## src/rtl/mesi_isc_pkg.sv

```systemverilog
// rtl/mesi_isc_pkg.sv - shared constants and types for the ISC line-lock front end
package mesi_isc_pkg;

    localparam int CPU_NUM  = 4;
    localparam int MBUS_NOP = 0;

    typedef enum logic [1:0] {
        LK_IDLE,
        LK_ISSUE,
        LK_WAIT_DONE
    } lock_state_t;

    function automatic logic [1:0] onehot4_to_idx(input logic [3:0] oh);
        logic [1:0] idx;
        case (oh)
            4'b0010: idx = 2'd1;
            4'b0100: idx = 2'd2;
            4'b1000: idx = 2'd3;
            default: idx = 2'd0;
        endcase
        return idx;
    endfunction

endpackage

```

## src/rtl/mesi_isc_rr_arb4.sv

```systemverilog
// rtl/mesi_isc_rr_arb4.sv - combinational 4-way round-robin pick starting at ptr
module mesi_isc_rr_arb4
    import mesi_isc_pkg::*;
(
    input  logic [3:0] eligible,
    input  logic [1:0] ptr,
    output logic [3:0] grant,
    output logic       valid
);

    logic [1:0] idx;

    // Scan from the far end back toward ptr so the closest eligible CPU wins last.
    always_comb begin
        grant = '0;
        valid = 1'b0;
        idx   = '0;
        for (int k = CPU_NUM - 1; k >= 0; k--) begin
            idx = ptr + 2'(k);
            if (eligible[idx]) begin
                grant = 4'b0001 << idx;
                valid = 1'b1;
            end
        end
    end

endmodule

```

## src/rtl/mesi_isc_line_lock_arb.sv

```systemverilog
// rtl/mesi_isc_line_lock_arb.sv - admits CPU requests to the ISC mbus, one per cycle,
// never letting two in-flight transactions share a cache line
module mesi_isc_line_lock_arb
    import mesi_isc_pkg::*;
#(
    parameter int MBUS_CMD_WIDTH = 3,
    parameter int ADDR_WIDTH     = 32,
    parameter int LINE_LSB       = 2
) (
    input  logic                        clk,
    input  logic                        rst,
    input  logic [4*MBUS_CMD_WIDTH-1:0] req_cmd_array_i,
    input  logic [4*ADDR_WIDTH-1:0]     req_addr_array_i,
    output logic [3:0]                  req_ack_array_o,
    input  logic [3:0]                  done_array_i,
    output logic [4*MBUS_CMD_WIDTH-1:0] mbus_cmd_array_o,
    output logic [4*ADDR_WIDTH-1:0]     mbus_addr_array_o,
    input  logic [3:0]                  mbus_ack_array_i,
    output logic [3:0]                  lock_busy_o,
    output logic                        proto_err_o
);

    localparam int LW = ADDR_WIDTH - LINE_LSB;
    localparam logic [MBUS_CMD_WIDTH-1:0] NOP = MBUS_CMD_WIDTH'(MBUS_NOP);

    lock_state_t               state     [CPU_NUM];
    logic [MBUS_CMD_WIDTH-1:0] mbus_cmd  [CPU_NUM];
    logic [ADDR_WIDTH-1:0]     mbus_addr [CPU_NUM];
    logic [MBUS_CMD_WIDTH-1:0] req_cmd   [CPU_NUM];
    logic [ADDR_WIDTH-1:0]     req_addr  [CPU_NUM];
    logic [LW-1:0]             req_line  [CPU_NUM];
    logic [LW-1:0]             lock_line [CPU_NUM];
    logic [3:0]                lock_valid;
    logic [3:0]                blocked;
    logic [3:0]                eligible;
    logic [3:0]                grant;
    logic                      grant_valid;
    logic [1:0]                rr_ptr;

    // The latched mbus address doubles as the lock table entry for that CPU.
    for (genvar g = 0; g < CPU_NUM; g++) begin : g_cpu
        assign req_cmd[g]   = req_cmd_array_i[g*MBUS_CMD_WIDTH +: MBUS_CMD_WIDTH];
        assign req_addr[g]  = req_addr_array_i[g*ADDR_WIDTH +: ADDR_WIDTH];
        assign req_line[g]  = req_addr[g][ADDR_WIDTH-1:LINE_LSB];
        assign lock_line[g] = mbus_addr[g][ADDR_WIDTH-1:LINE_LSB];
        assign lock_valid[g] = (state[g] != LK_IDLE);
        assign lock_busy_o[g] = lock_valid[g];
        assign mbus_cmd_array_o[g*MBUS_CMD_WIDTH +: MBUS_CMD_WIDTH] = mbus_cmd[g];
        assign mbus_addr_array_o[g*ADDR_WIDTH +: ADDR_WIDTH]        = mbus_addr[g];
    end

    always_comb begin
        blocked  = '0;
        eligible = '0;
        for (int i = 0; i < CPU_NUM; i++) begin
            for (int j = 0; j < CPU_NUM; j++) begin
                if (lock_valid[j] && (lock_line[j] == req_line[i])) begin
                    blocked[i] = 1'b1;
                end
            end
            eligible[i] = (state[i] == LK_IDLE) && (req_cmd[i] != NOP) && !blocked[i];
        end
    end

    mesi_isc_rr_arb4 u_rr_arb (
        .eligible (eligible),
        .ptr      (rr_ptr),
        .grant    (grant),
        .valid    (grant_valid)
    );

    always_ff @(posedge clk or negedge rst) begin
        if (!rst) begin
            for (int i = 0; i < CPU_NUM; i++) begin
                state[i]     <= LK_IDLE;
                mbus_cmd[i]  <= NOP;
                mbus_addr[i] <= '0;
            end
            req_ack_array_o <= '0;
            proto_err_o     <= 1'b0;
            rr_ptr          <= '0;
        end else begin
            req_ack_array_o <= '0;
            for (int i = 0; i < CPU_NUM; i++) begin
                case (state[i])
                    LK_IDLE: begin
                        if (grant[i]) begin
                            state[i]     <= LK_ISSUE;
                            mbus_cmd[i]  <= req_cmd[i];
                            mbus_addr[i] <= req_addr[i];
                        end
                    end
                    LK_ISSUE: begin
                        if (mbus_ack_array_i[i]) begin
                            state[i]           <= LK_WAIT_DONE;
                            mbus_cmd[i]        <= NOP;
                            req_ack_array_o[i] <= 1'b1;
                        end
                    end
                    LK_WAIT_DONE: begin
                        if (done_array_i[i]) begin
                            state[i] <= LK_IDLE;
                        end
                    end
                    default: state[i] <= LK_IDLE;
                endcase
                if ((done_array_i[i] && (state[i] != LK_WAIT_DONE)) ||
                    (mbus_ack_array_i[i] && (state[i] != LK_ISSUE))) begin
                    proto_err_o <= 1'b1;
                end
            end
            if (grant_valid) begin
                rr_ptr <= onehot4_to_idx(grant) + 2'd1;
            end
        end
    end

endmodule

```

## config.mk

```make
export PLATFORM = sky130hd
export DESIGN_NAME = mesi_isc_line_lock_arb
export DESIGN_NICKNAME = d
export VERILOG_FILES = /design/src/rtl/mesi_isc_pkg.sv /design/src/rtl/mesi_isc_rr_arb4.sv /design/src/rtl/mesi_isc_line_lock_arb.sv
export SDC_FILE = /design/constraint.sdc
export NUM_CORES = 1
export LEC_CHECK = 0
export ABC_CLOCK_PERIOD_IN_PS = 7400
export CAP_MARGIN = 10
export CORE_MARGIN = 3
export CORE_UTILIZATION = 40
export CTS_BUF_LIST = sky130_fd_sc_hd__clkbuf_8
export CTS_CLUSTER_SIZE = 12
export DETAILED_ROUTE_END_ITERATION = 8
export PLACE_DENSITY = 0.74
export SLEW_MARGIN = 40
export SYNTH_ARGS = -nofsm -noshare
export SYNTH_HDL_FRONTEND = slang
export SYNTH_SLANG_ARGS = --single-unit
export TNS_END_PERCENT = 30
```

## constraint.sdc

```tcl
create_clock -name clk -period 7.4 [get_ports clk]
set_input_delay 1.48 -clock clk [delete_from_list [all_inputs] [get_ports clk]]
set_output_delay 1.48 -clock clk [all_outputs]
set_load 0.05 [all_outputs]
```

==> flow_summary.json <==
{
  "synth_ff_type": "dfrtp_1",
  "clkLatencyLatePin_ns": 0.48,
  "grt_max_degree": 84,
  "worst_pin_slew_ns": 0.925,
  "dr.first_iter.drc_count": 727,
  "cp-end-kind": "flop",
  "antenna_found_initial": 0,
  "vias": 9028,
  "clockBufferDepth": 2,
  "clk_pin_slew_ns": 0.10,
  "io_buffers": 298,
  "setup_viol": 0,
  "critPathKind": "in2reg",
  "fin_ws_ns": 1.44,
  "syn_area_sq_um": 10900,
  "finalHoldViolCount": 0,
  "grt.overflow.total": 0,
  "numClockSinks": 155,
  "nNetsFinal": 1410,
  "post_cts_buffers": 0,
  "seq_area_sq_um": 3880,
  "die_area_sq_um": 29200,
  "synthCells": 939,
  "start_util_pct": 41.2,
  "clock.fmax_mhz": 168,
  "clock_skew_ns": 0.0228,
  "htreeDepth": 4,
  "fp.coreArea_sq_um": 26400,
  "synth_nets": 1097,
  "dp_hpwl_mm": 41.5,
  "multi_input_area_sq_um": 6690,
  "crit_fanout": 24,
  "fillCellCount": 2378,
  "die_x_um": 171,
  "design_area_sq_um": 14600,
  "yosysSeqAreaShare_pct": 35.7,
  "dr.pass1.iters": 6,
  "max-slew-margin-rel_pct": 37.7,
  "yosysUniqueCellTypes": 45,
  "rows": 59,
  "status": "finished, final reports clean",
  "rsz0062_at_grt": "no",
  "tritoncts": "built",
  "cts_resized": 0,
  "drive_above_1_share_pct": 14.9,
  "via_per_inst": 5.64,
  "grt_pass1_wl_mm": 71.1,
  "cts_root_buf": "clkbuf_8",
  "gp_congestion": 1.00,
  "avgSynthCellArea_sq_um": 11.6,
  "antenna_cells": 0,
  "worstPathArrival_ns": 6.33,
  "dp_slack_ns": 1.07,
  "ys_async_sr_fraction_pct": 100,
  "synth-edff-count": 0,
  "totalWireLength_mm": 50.3,
  "postCtsHoldBufs": 0,
  "maxCapViolCount": 0,
  "track_usage_pct": 34.3,
  "syn_to_final_growth_pct": 34.2,
  "place_inst": 1567,
  "slew_viol_final": 0,
  "ioPinCount": 299,
  "hold_class": "reg2reg",
  "synth-warning-count": 0,
  "layout.cells.non_filler": 1600,
  "crit_required_ns": 7.77,
  "start_kind": "input pin",
  "grt_pass1_vias": 9498,
  "finalCriticalPeriod_ns": 5.96,
  "cts_inserted_buffers": 17,
  "placed_area_sq_um": 14200,
  "die_h_um": 171,
  "drc": 0,
  "ys_ff_latch": 155,
  "ant_nets": 0,
  "layout_worst_path_cycle_share_pct": 80.5,
  "wire_per_inst_um": 31.4,
  "setup_tns_ns": 0
}
## cells in the mapped netlist (3+ instances only)
cell type	instances	share of area, %
mux2i_1	9	0.83
nor2_8	3	0.55
nor3_1	15	0.69
o22ai_1	6	0.35
ha_1	8	0.92
inv_1	25	0.86
a211oi_1	3	0.21
nor2_1	19	0.66
mux2_4	81	11
mux2_1	4	0.41
buf_12	9	1.7
nand2_1	16	0.55
nor4_1	90	5.2
o211ai_1	4	0.28
mux2_2	47	4.9
nand2b_1	7	0.40
a221o_2	4	0.41
nand4_1	25	1.4
xor2_1	360	29
nand3_1	4	0.18
dfrtp_1	155	36
nand3b_1	3	0.21
buf_6	3	0.31
o21ai_0	9	0.41
a31oi_1	3	0.17
## cells in the final DEF, fill, tap and decap left out, drive strengths merged, types with 16 or more instances in the layout
| cell type | count |
|---|---|
| xor2 | 360 |
| clkdlybuf4s50 | 297 |
| nor4 | 90 |
| inv | 32 |
| dfrtp | 155 |
| nand4 | 25 |
| nor2 | 23 |
| clkbuf | 18 |
| mux2 | 132 |
| nand2 | 16 |
## critical path, cell delays in order
cell and delay, ns:
clkdlybuf4s50_1 0.60, xor2_1 0.22, nor4_1 0.73, nand4_1 0.31, o22a_1 0.31, and3_1 0.17
or4_4 0.57, and2_4 0.19, a221o_2 0.49, nor2_8 0.56, buf_4 0.33, mux2_4 0.32
## metal layers
layer	track usage [%]	vias up	routed length, um
met5	0	-	0
met4	10.8	0	1680
met3	5.66	69	3030
met2	55.7	423	23400
met1	47.1	4593	22100
li1	-	3943	-
## cell type report
| cell class | count | area share (%) |
|---|---|---|
| clock buffer | 18 | 1.70 |
| clock inverter | 14 | 0.936 |
| inverter | 25 | 0.644 |
| multi-input combinational | 747 | 45.9 |
| sequential | 155 | 26.6 |
| tap | 335 | 2.88 |
| timing repair buffer | 306 | 21.3 |
## final timing paths
| check | cells past startpoint | slack (ns) | from | to |
|---|---|---|---|---|
| max | 12 | 1.44 | req_addr_array_i[113] | mbus_addr_array_o[121]$_DFFE_PN0P_ |
| max in group asynchronous | 2 | 5.60 | rst | mbus_addr_array_o[82]$_DFFE_PN0P_ |
| min | 1 | 0.48 | state[7]$_DFFE_PN0P_ | state[6]$_DFFE_PN0P_ |
| min reg2reg | 1 | 0.48 | state[7]$_DFFE_PN0P_ | state[6]$_DFFE_PN0P_ |
| max reg2reg | 11 | 2.51 | mbus_addr_array_o[17]$_DFFE_PN0P_ | mbus_addr_array_o[121]$_DFFE_PN0P_ |
| min in group asynchronous | 1 | 0.83 | rst | mbus_cmd_array_o[10]$_DFFE_PN0P_ |
## registers in the layout, summed over array words and instances, names as in the netlist
register,flops
req_ack_array_o,4
rr_ptr,2
mbus_cmd_array_o,12
proto_err_o,1
mbus_addr_array_o,128
state,8
## kinds of logic after synthesis
| family | Yosys count | synth area share (%) |
|---|---|---|
| compound gates | 44 | 3.11 |
| xor+xnor | 362 | 29.2 |
| fa+ha+maj | 8 | 0.922 |
| buf+inv | 37 | 2.84 |
| flops | 155 | 35.7 |
| mux | 143 | 17.7 |
| simple gates | 190 | 10.5 |
## per-stage QoR
step                utilization (%)  hold WS (ns)
finish                         55.3         0.484
global route                   55.3         0.507
CTS                            55.2         0.488
detailed placement             53.7         0.474
global placement               53.6         0.466
floorplan                         -         0.443
Power is not shown: default switching activity piles up to over one toggle a cycle in this logic, so the estimate is an artifact.
